$ cat src/rtl/uart_pkg.sv
// Shared definitions for the memory-mapped UART blocks.
// Contents: register byte offsets, STATUS word bit positions and the
// serializer state encoding.
package uart_pkg;

  localparam logic [3:0] TXDATA_OFF = 4'h0;
  localparam logic [3:0] STATUS_OFF = 4'h8;

  localparam int ST_FULL    = 0;
  localparam int ST_EMPTY   = 1;
  localparam int ST_BUSY    = 2;
  localparam int ST_OVF     = 3;
  localparam int ST_CNT_LSB = 8;
  localparam int ST_CNT_MSB = 15;

  typedef enum logic [1:0] {
    IDLE,
    START,
    DATA,
    STOP
  } uart_tx_state_t;

endpackage

$ cat src/rtl/sync_fifo.sv
// Single-clock FIFO with registered pointers and occupancy count.
// Ports: clk, rst (sync, active high), push/din write side, pop/dout read
// side (dout shows the head entry combinationally), full, empty, count.
// A push while full is accepted only if a pop happens in the same cycle.
module sync_fifo #(
  parameter int WIDTH = 8,
  parameter int DEPTH = 16,
  localparam int AW = $clog2(DEPTH),
  localparam int CW = $clog2(DEPTH + 1)
) (
  input  logic             clk,
  input  logic             rst,
  input  logic             push,
  input  logic [WIDTH-1:0] din,
  input  logic             pop,
  output logic [WIDTH-1:0] dout,
  output logic             full,
  output logic             empty,
  output logic [CW-1:0]    count
);

  logic [WIDTH-1:0] mem [DEPTH];
  logic [AW-1:0]    wr_ptr;
  logic [AW-1:0]    rd_ptr;
  logic             do_push;
  logic             do_pop;

  assign full    = (count == CW'(DEPTH));
  assign empty   = (count == '0);
  assign do_pop  = pop && !empty;
  assign do_push = push && (!full || do_pop);
  assign dout    = mem[rd_ptr];

  always_ff @(posedge clk) begin
    if (do_push) mem[wr_ptr] <= din;
  end

  // DEPTH is a power of two, so pointer wrap is plain overflow.
  always_ff @(posedge clk) begin
    if (rst) begin
      wr_ptr <= '0;
      rd_ptr <= '0;
      count  <= '0;
    end else begin
      if (do_push) wr_ptr <= wr_ptr + AW'(1);
      if (do_pop)  rd_ptr <= rd_ptr + AW'(1);
      case ({do_push, do_pop})
        2'b10:   count <= count + CW'(1);
        2'b01:   count <= count - CW'(1);
        default: count <= count;
      endcase
    end
  end

endmodule

$ cat src/rtl/sram_uart_tx.sv
// Memory-mapped 8N1 UART transmitter on an sram-style slave port.
// Ports: clk, rst (sync, active high); addra/dina/douta/ena/wea sram port
// (addra[3] selects TXDATA=0 / STATUS=1, douta registered); tx serial
// output (idles high); tx_busy high while the serializer is not IDLE.
//
// state | meaning
// IDLE  | line high, waiting for a FIFO entry
// START | start bit (low) for CLK_DIV cycles
// DATA  | eight data bits, LSB first, CLK_DIV cycles each
// STOP  | stop bit (high); pops the next byte directly into START
module sram_uart_tx
  import uart_pkg::*;
#(
  parameter int LEN_ADDR   = 64,
  parameter int LEN_DATA   = 64,
  parameter int FIFO_DEPTH = 16,
  parameter int CLK_DIV    = 868
) (
  input  logic                  clk,
  input  logic                  rst,
  input  logic [LEN_ADDR-1:0]   addra,
  input  logic [LEN_DATA-1:0]   dina,
  output logic [LEN_DATA-1:0]   douta,
  input  logic                  ena,
  input  logic [LEN_DATA/8-1:0] wea,
  output logic                  tx,
  output logic                  tx_busy
);

  localparam int CW = $clog2(FIFO_DEPTH + 1);
  localparam int BW = $clog2(CLK_DIV);
  localparam logic [BW-1:0] BAUD_MAX = BW'(CLK_DIV - 1);

  uart_tx_state_t state, state_nxt;
  logic [BW-1:0]  baud, baud_nxt;
  logic [2:0]     bit_idx, bit_nxt;
  logic [7:0]     shift, shift_nxt;
  logic           tx_nxt;
  logic           pop;
  logic           ovf;

  logic           full, empty;
  logic [CW-1:0]  count;
  logic [7:0]     fifo_dout;
  logic           wr_acc, push_req, ovf_set, ovf_clr;
  logic [LEN_DATA-1:0] status;
  logic           unused_bits;

  assign unused_bits = ^{addra[LEN_ADDR-1:4], addra[2:0], dina[LEN_DATA-1:8]};

  assign wr_acc   = ena && (wea != '0);
  assign push_req = ena && wea[0] && !addra[3];
  assign ovf_clr  = ena && wea[0] && addra[3] && dina[ST_OVF];
  // A pop in the same cycle frees the slot the push needs.
  assign ovf_set  = push_req && full && !pop;

  sync_fifo #(.WIDTH(8), .DEPTH(FIFO_DEPTH)) u_fifo (
    .clk   (clk),
    .rst   (rst),
    .push  (push_req),
    .din   (dina[7:0]),
    .pop   (pop),
    .dout  (fifo_dout),
    .full  (full),
    .empty (empty),
    .count (count)
  );

  always_comb begin
    state_nxt = state;
    baud_nxt  = baud;
    bit_nxt   = bit_idx;
    shift_nxt = shift;
    pop       = 1'b0;
    case (state)
      IDLE: begin
        if (!empty) begin
          pop       = 1'b1;
          shift_nxt = fifo_dout;
          baud_nxt  = BAUD_MAX;
          state_nxt = START;
        end
      end
      START: begin
        if (baud == '0) begin
          baud_nxt  = BAUD_MAX;
          bit_nxt   = 3'd0;
          state_nxt = DATA;
        end else begin
          baud_nxt = baud - BW'(1);
        end
      end
      DATA: begin
        if (baud == '0) begin
          baud_nxt  = BAUD_MAX;
          shift_nxt = {1'b0, shift[7:1]};
          if (bit_idx == 3'd7) state_nxt = STOP;
          else                 bit_nxt   = bit_idx + 3'd1;
        end else begin
          baud_nxt = baud - BW'(1);
        end
      end
      STOP: begin
        if (baud == '0) begin
          if (!empty) begin
            pop       = 1'b1;
            shift_nxt = fifo_dout;
            baud_nxt  = BAUD_MAX;
            state_nxt = START;
          end else begin
            state_nxt = IDLE;
          end
        end else begin
          baud_nxt = baud - BW'(1);
        end
      end
      default: state_nxt = IDLE;
    endcase
  end

  // tx follows the current state one cycle late, so the falling edge lands
  // the cycle after the pop and every bit still lasts exactly CLK_DIV cycles.
  always_comb begin
    tx_nxt = 1'b1;
    case (state)
      START:   tx_nxt = 1'b0;
      DATA:    tx_nxt = shift[0];
      default: tx_nxt = 1'b1;
    endcase
  end

  assign tx_busy = (state != IDLE);

  always_comb begin
    status = '0;
    status[ST_FULL]  = full;
    status[ST_EMPTY] = empty;
    status[ST_BUSY]  = tx_busy;
    status[ST_OVF]   = ovf;
    status[ST_CNT_MSB:ST_CNT_LSB] = (32'(count) > 32'd255) ? 8'hFF : 8'(count);
  end

  always_ff @(posedge clk) begin
    if (rst) begin
      state   <= IDLE;
      baud    <= '0;
      bit_idx <= '0;
      shift   <= '0;
      tx      <= 1'b1;
      ovf     <= 1'b0;
      douta   <= '0;
    end else begin
      state   <= state_nxt;
      baud    <= baud_nxt;
      bit_idx <= bit_nxt;
      shift   <= shift_nxt;
      tx      <= tx_nxt;
      if (ovf_set)      ovf <= 1'b1;
      else if (ovf_clr) ovf <= 1'b0;
      if (ena) begin
        if (wr_acc)        douta <= '0;
        else if (addra[3]) douta <= status;
        else               douta <= '0;
      end
    end
  end

endmodule

$ cat config.mk
export PLATFORM = sky130hd
export DESIGN_NAME = sram_uart_tx
export DESIGN_NICKNAME = d
export VERILOG_FILES = /design/src/rtl/uart_pkg.sv /design/src/rtl/sync_fifo.sv /design/src/rtl/sram_uart_tx.sv
export SDC_FILE = /design/constraint.sdc
export NUM_CORES = 1
export LEC_CHECK = 0
export ABC_AREA = 1
export ABC_CLOCK_PERIOD_IN_PS = 2350
export CORE_ASPECT_RATIO = 1.1
export CORE_MARGIN = 3
export CORE_UTILIZATION = 45
export DETAILED_ROUTE_END_ITERATION = 7
export GPL_TIMING_DRIVEN = 0
export PLACE_DENSITY = 0.77
export RECOVER_POWER = 25
export SYNTH_ARGS = -nofsm -noshare
export SYNTH_HDL_FRONTEND = slang
export SYNTH_SLANG_ARGS = --single-unit
$ cat constraint.sdc
create_clock -name clk -period 2.35 [get_ports clk]
set_input_delay 0.3525 -clock clk [delete_from_list [all_inputs] [get_ports clk]]
set_output_delay 0.3525 -clock clk [all_outputs]
set_load 0.05 [all_outputs]
# ---- Yosys cells after proc, flatten, opt, wreduce, memory -nomap -nowiden
# Memory sizes are Yosys's and may differ from the RTL's. A register that Yosys moved wholly into a read port is not among the register bits.
# Cells that the tools add are included.
dict set report classes {
  addsub 6
  n_mul 0
  div_mod_pow 0
  n_lt_le_gt_ge 0
  n_eq_ne 13
  shift 0
  n_mux 32
  bitwise 0
  n_reduce_logical 27
}
# operator count
set op_table {}
lappend op_table {{$mux 10} 3}
lappend op_table {{$pmux 10 s3} 1}
lappend op_table {{$mux 13} 2}
lappend op_table {{$mux 8} 3}
lappend op_table {{$pmux 8 s3} 1}
lappend op_table {{$ne 2x2->1 const B} 6}
lappend op_table {{$logic_not 10->1} 1}
lappend op_table {{$mux 2} 5}
lappend op_table {{$pmux 5 s2} 1}
lappend op_table {{$sub 10x1->10 const B} 1}
lappend op_table {{$logic_and 1x1->1} 9}
lappend op_table {{$mux 3} 3}
lappend op_table {{$add 4x1->4 const B} 2}
lappend op_table {{$mux 4} 2}
lappend op_table {{$pmux 2 s4} 1}
lappend op_table {{$reduce_bool 2->1} 4}
lappend op_table {{$reduce_bool 8->1} 1}
lappend op_table {{$mux 1} 7}
lappend op_table {{$eq 2x2->1 const B} 3}
lappend op_table {{$pmux 3 s2} 1}
lappend op_table {{$add 5x1->5 const B} 1}
lappend op_table {{$eq 5x5->1 const B} 1}
lappend op_table {{$logic_not 5->1} 1}
lappend op_table {{$reduce_and 5->1} 1}
lappend op_table {{other kinds (12)} 17}
dict set report totals {
  register_bits 102
  latch_bits 0
  mem_bits_rw 128
  rom_bits 0
  input_bits 139
  out_inout_bits 66
  elab_cells 89
  n_memories 1
}
# name depth word_bits read_ports rd_clocked_by_memory_dff write_ports line
set memory_table {}
lappend memory_table {u_fifo.mem 16 8 1 1 1 sync_fifo.sv:22} ;# logic [WIDTH-1:0] mem [DEPTH];

# ---- Logic depth before layout (Yosys ltp)
dict set report logic_depth {
  ltp_word 9
  depth_mapped 20
  ltp_nobuf 20
}

# ---- By module
# A second synthesis with hierarchy kept.
dict set report unflattened {
  cells_unflattened 890
  hier_area_um2 8592.0
}
# module instances cells_each area_each_um2 seq_area_each_um2
set by_module_without_submodules {}
lappend by_module_without_submodules {sync_fifo 1 539 6159.7 4184.0}
lappend by_module_without_submodules {sram_uart_tx 1 351 2432.3 680.7}

# ---- Worst setup path after synthesis
# OpenSTA, ideal clock, no wires.
dict set report synth_timing {
  kind {register to register}
  startpoint {reg state[0]}
  endpoint {mem u_fifo.mem[3][0], enable pin}
  setup_ns 0.370
  arrival_ns 2.028
  required_time_ns 1.980
  path_slack_ns -0.048
  path_stages_with_launch 12
  n_path_buf 0
  period_less_slack_ns 2.398
  cell_sequence {dfxtp_1 -> inv_1 -> ha_1 -> inv_1 -> nand3_4 -> o21bai_4 -> inv_4 -> nand3_2 -> nand2_4 -> nor2_1 -> nand2_1 -> nor2_1}
}
dict set report synth_via {
  elab_chain_cells 7
  elab_cells_between_ends 8
  cone_classes {1 x eq/ne; 3 x mux; 4 x reduce/logical}
}
# item line
set synth_lines {}
lappend synth_lines {{start: declaration} sram_uart_tx.sv:34} ;# uart_tx_state_t state, state_nxt;
lappend synth_lines {{start signal: assignment} sram_uart_tx.sv:153} ;# state <= state_nxt;
lappend synth_lines {{$eq 2x2->1 or $logic_not 2->1 (tied branches)} sram_uart_tx.sv:75} ;# case (state)
lappend synth_lines {{$pmux 1 s2 (*)} sram_uart_tx.sv:75}
lappend synth_lines {{$logic_and 1x1->1 (*)} sync_fifo.sv:30} ;# assign do_pop = pop && !empty;
lappend synth_lines {{$logic_or 1x1->1 (*)} sync_fifo.sv:31} ;# assign do_push = push && (!full || do_pop);
lappend synth_lines {{$logic_and 1x1->1 (*)} sync_fifo.sv:31}
lappend synth_lines {{$mux 1 (*)} sync_fifo.sv:35} ;# if (do_push) mem[wr_ptr] <= din;
lappend synth_lines {{$mux 1 (implied by the code) (*)} sync_fifo.sv:35}
lappend synth_lines {{end: declaration} sync_fifo.sv:22}
# Every way passes the cells marked *; elsewhere a longest branch is shown, timed or not.

# ---- Worst setup path in the final report
dict set report layout_timing {
  startpoint {reg state[1]}
  endpoint {reg u_fifo.count[4]}
}
dict set report layout_via {
  elab_chain_cells 7
  elab_cells_between_ends 10
  cone_classes {3 x eq/ne; 2 x mux; 5 x reduce/logical}
}
# item line
set layout_lines {}
lappend layout_lines {{$eq 2x2->1 or $logic_not 2->1 (tied branches)} sram_uart_tx.sv:75}
lappend layout_lines {{$pmux 1 s2 (*)} sram_uart_tx.sv:75}
lappend layout_lines {{$logic_and 1x1->1 (*)} sync_fifo.sv:30}
lappend layout_lines {{$logic_or 1x1->1} sync_fifo.sv:31}
lappend layout_lines {{$logic_and 1x1->1} sync_fifo.sv:31}
lappend layout_lines {{$eq 2x1->1 or $eq 2x2->1 (tied branches)} sync_fifo.sv:47} ;# case ({do_push, do_pop})
lappend layout_lines {{$pmux 5 s2 or $reduce_bool 2->1 (tied branches)} --}
lappend layout_lines {{end signal: assignment} sync_fifo.sv:48} ;# 2'b10: count <= count + CW'(1);
lappend layout_lines {{end signal: assignment} sync_fifo.sv:49} ;# 2'b01: count <= count - CW'(1);
lappend layout_lines {{end signal: assignment} sync_fifo.sv:50} ;# default: count <= count;
lappend layout_lines {{end: declaration} sync_fifo.sv:19} ;# output logic [CW-1:0] count
# Marks and branches as above.
# A chain may end at the register's enable or synchronous reset.

==> flow_results.org <==
** Synthesis
- Summing the areas of all compound-gate instances in the mapped netlist gives 13.0% of the synthesized area.
- In this run, distinct cell masters in the synthesized netlist total 43.
- Dividing the synthesized area by the synthesized cell count gives 10.8 µm².
- Post-synthesis share of cell area spent on full adders, half adders and majority gates :: 2.28%
- Post-synthesis sequential area ratio :: 59.2%
- After synthesis, the share of cell area in mux cells is 3.89%.
- Xor-xnor portion of the synthesized cell area :: 0.213%
- Summing the areas of all and, or, nand and nor instances in the mapped netlist gives 10.9% of the synthesized area.
- The synthesized netlist occupies a cell area of 8220 µm².
- The Yosys step of the flow raised 0 warnings.
- The synthesized design contains 179 register bits.
- Dominant combinational cell family by area after synthesis :: compound AO/OA/AOI/OAI gates
- In the synthesized netlist, the number of instances is 765.

** Clock tree
- CTS Root Buffer Type :: clkbuf_16
- No sink is reached through more buffers than the 2 on the longest clock path.
- Clock-pin slew of the registers on the worst-case setup and hold paths :: 0.07 ns
- Insertion delay of the later-clocked pin in the worst-skew pair :: 0.43 ns
- CTS tree :: yes
- Buffers inserted to repair hold after CTS numbered 0.
- Counting the buffers created by CTS gives 17.
- For this design, the sink count on the clock tree is 179.
- Deepest level of the CTS H-tree :: 4

** Drt
- For this run, design rule violations remaining after detail routing come to 0.
- The count of nets left with antenna violations once routing finished came out at 0.
- Number of detailed-routing iterations run before antenna repair :: 5
- Total number of vias :: 5662
- For this block, the routed nets add up to 18200 µm of wire.
- Iteration-0 DRC count of the detailed router :: 539
- Dividing the detail-routed wire length by the instance count gives 16.1 µm.
- Post-DR vias/cell :: 5.01

** Power and ir drop
- Power Dens Cells :: 1060 nW/µm²
- For this design the total switching power over the nets is 3.88 mW.
- Of the total power, the share spent switching nets is 36.6%.
- Static leakage power :: 3.77 nW
- Portion of total power attributed to combinational logic :: 36.7%
- Internal Power :: 6.72 mW
- Clock network power share :: 27.5%
- IR analysis of the VDD net gives a maximum drop of 0.810 mV.
- Post-layout power :: 10.6 mW
- Of the total power, registers draw 35.8%.

** STA
- Of the available clock period, the critical path in the final layout requires 96.8%.
- Across the routed clock network, the largest skew measured is 0.0144 ns.
- In this run the tightest slew margin relative to its limit is 44.5%.
- Hold violation count in the final report :: 0
- FMAX :: 440 MHz
- Final Slew Violations :: 0
- For the pin with the worst max-slew slack, the measured transition is 0.830 ns.
- TNS Setup :: 0 ns
- Final critical path time including I/O delays and setup :: 2.27 ns
- RSZ-0062 raised after global routing :: yes
- Final setup viols :: 0

** Layout
- At the end of the flow, the number of nets in the layout was 1033.
- Once layout is complete, the utilization of the core stands at 56.3%.
- Most common cell after layout, fill and taps aside :: edfxtp_1
- Share of final-layout standard cells stronger than drive strength 1 :: 21.6%
- Area growth from synthesis to layout :: 22.0%
- The top cell types in the final layout, fill and taps aside, are edfxtp_1, a21oi_1, inv_1.
- 0 antenna diodes ended up in the layout.

** Setup path
- Of all nets on the critical path, the largest fanout is 5.
- Data arrives at the worst endpoint at 2.63 ns.
- Startpoint type of the worst setup path :: flop
- Launching point of the worst reg2reg path :: state[1]$_SDFFE_PP0P_
- CP Class :: reg -> reg
- The worst setup path is captured at a flop.
- Measured in cells, the most critical reg-to-reg path has a length of 18.
- Launch point of the critical path :: state[1]$_SDFFE_PP0P_
- Endpoint of the most critical register-to-register path :: u_fifo.count[4]$_SDFFE_PP0P_
- Data on the critical path is required at its endpoint by 2.71 ns.
- Following the worst setup path forward leads to its endpoint at u_fifo.count[4]$_SDFFE_PP0P_.
- For flop-to-flop paths, the worst setup slack is 0.08 ns.

** Floorplanning
- Row generation in the floorplan step produced 51 rows.
- Vertical extent of the die :: 148 µm
- Width of the die :: 135 µm
- The core region is 17800 µm².
- Initial core utilization :: 46.2%
- Die footprint :: 19900 µm²
- For this design the top-level I/O count stands at 205.

** GRT
- Wire length of the first global-routing pass :: 27800 µm
- The total overflow left after global routing is 0.
- The number of global-route vias before repair was 5171.
- Maximum number of pins on one net before global-route repair :: 18
- GR Util All Layers :: 18.2%
- The initial antenna violation count is 0.

** Place
- At the end of routability-driven placement, the weighted congestion stood at 0.997.
- The wire-length estimate of the detail-placed layout is 12400 µm.
- In this run the tool buffered the top-level ports with 30 buffer cells.

** Job
- Maximum Capacitance Violations :: 0

** Hold path
- Path type of the worst min-delay path :: reg -> reg
- Hold Path Origin :: douta[10]$_SDFFE_PP0P_

** Run status
- The run finished with clean final reports.
cell families after synthesis:
family,count (synthesis)
AO/OA/AOI/OAI,186
XOR/XNOR,2
adder cells (fa/ha/maj),15
buffers and inverters,170
flip-flops,179
multiplexers,32
other,1
AND/OR/NAND/NOR,180
flip-flops by register name, indices dropped and copies added, names as in the netlist, 2 cells and up, named ones only:
name and cells:
baud 10, bit_idx 3, douta 9, shift 8, state 2, u_fifo.count 5
u_fifo.mem 128, u_fifo.rd_ptr 4, u_fifo.wr_ptr 4
cells in the mapped netlist:
master | n | area [µm²]
a21oi_2 | 1 | 8.76
o21ai_2 | 1 | 8.76
xnor2_1 | 1 | 8.76
nor3_2 | 2 | 20.0
o21bai_4 | 1 | 18.8
buf_1 | 1 | 3.75
or2_2 | 1 | 6.26
nor2_2 | 4 | 25.0
nor2_4 | 1 | 11.3
nand2_1 | 68 | 255
inv_1 | 77 | 289
buf_4 | 57 | 428
nor3_1 | 3 | 15.0
clkinv_1 | 3 | 11.3
nor4_1 | 2 | 12.5
inv_2 | 4 | 15.0
dfxtp_1 | 51 | 1020
nand2_2 | 4 | 25.0
nand3_1 | 36 | 180
o22ai_1 | 1 | 6.26
a211oi_1 | 3 | 22.5
nor2_8 | 1 | 20.0
nand3_2 | 7 | 70.1
mux2i_1 | 32 | 320
edfxtp_1 | 128 | 3840
o211a_1 | 1 | 10.0
ha_1 | 15 | 188
xor2_1 | 1 | 8.76
o21ai_1 | 5 | 25.0
nand4_1 | 4 | 25.0
o21ai_0 | 56 | 280
buf_2 | 5 | 25.0
nand3_4 | 1 | 17.5
a21oi_1 | 76 | 380
nor2_1 | 40 | 150
o31ai_1 | 1 | 7.51
o211ai_1 | 39 | 293
and3_1 | 1 | 6.26
clkbuf_1 | 21 | 78.8
inv_4 | 2 | 12.5
conb_1 | 1 | 3.75
nand2_4 | 5 | 56.3
a32o_1 | 1 | 10.0
layout make-up:
type	count	area [µm²]
multi-input combinational	470	2940
fill	1441	7770
buffer	84	546
tap	238	298
sequential	179	4880
clock buffer	19	433
timing repair buffer	41	419
clock inverter	13	174
inverter	86	337
power groups by stage:
stage	combinational (mW)	clock (mW)	sequential, mW
4_1_cts	3.56	2.93	3.75
2_1_floorplan	2.63	0	3.79
5_1_grt	4.28	3.07	3.82
3_3_place_gp	3.33	0	3.81
6_report	3.89	2.91	3.79
3_5_place_dp	3.39	0	3.81
critical path, cell delays in order (launching register included):
cell and delay [ns]:
dfxtp_4 0.37, inv_4 0.05, ha_4 0.26, nor2_4 0.11
nand2_1 0.07, inv_1 0.07, o21bai_4 0.15, buf_12 0.15
nand3_2 0.13, nand2_4 0.10, inv_2 0.04, ha_4 0.15
inv_2 0.05, nand2_2 0.06, nand4_1 0.10, nand3_2 0.11
nand3_2 0.08, nand2_1 0.05, nor2_1 0.10
layer usage:
metal / wire length, µm / vias up / global-route usage (%)
li1: - / 2803 / -
met1: 7630 / 2594 / 23.5
met2: 8780 / 224 / 29.7
met3: 1250 / 41 / 4.02
met4: 587 / 0 / 7.89
met5: 0 / - / 0
worst min path at each step:
stage,end,slack (ns),cells past startpoint
after floorplan,tx$_SDFF_PP1_,0.43,2
after global placement,shift[2]$_SDFFE_PP0P_,0.45,2
after detailed placement,douta[10]$_SDFFE_PP0P_,0.46,2
after CTS,douta[10]$_SDFFE_PP0P_,0.47,2
after global routing,bit_idx[2]$_SDFFE_PP0P_,0.48,2
final,douta[10]$_SDFFE_PP0P_,0.47,2
metrics by stage:
| stage | setup slack [ns] | cell area (µm²) | std cells | hold slack, ns |
|---|---|---|---|---|
| after floorplan | -0.0483 | 8450 | 819 | 0.430 |
| after global placement | -0.507 | 9040 | 1087 | 0.452 |
| after detailed placement | -0.549 | 9040 | 1087 | 0.458 |
| after CTS | 0.00458 | 9850 | 1123 | 0.471 |
| after global routing | -0.0652 | 10000 | 1130 | 0.484 |
| final | 0.0753 | 10000 | 1130 | 0.470 |
what timing repair did:
item                                    in CTS  in global routing
gates resized for setup                     37                 45
pin swaps                                    6                 15
buffers inserted                             4                  7
endpoints found under the setup margin     131                135
Power figures use the tool's default switching activity.
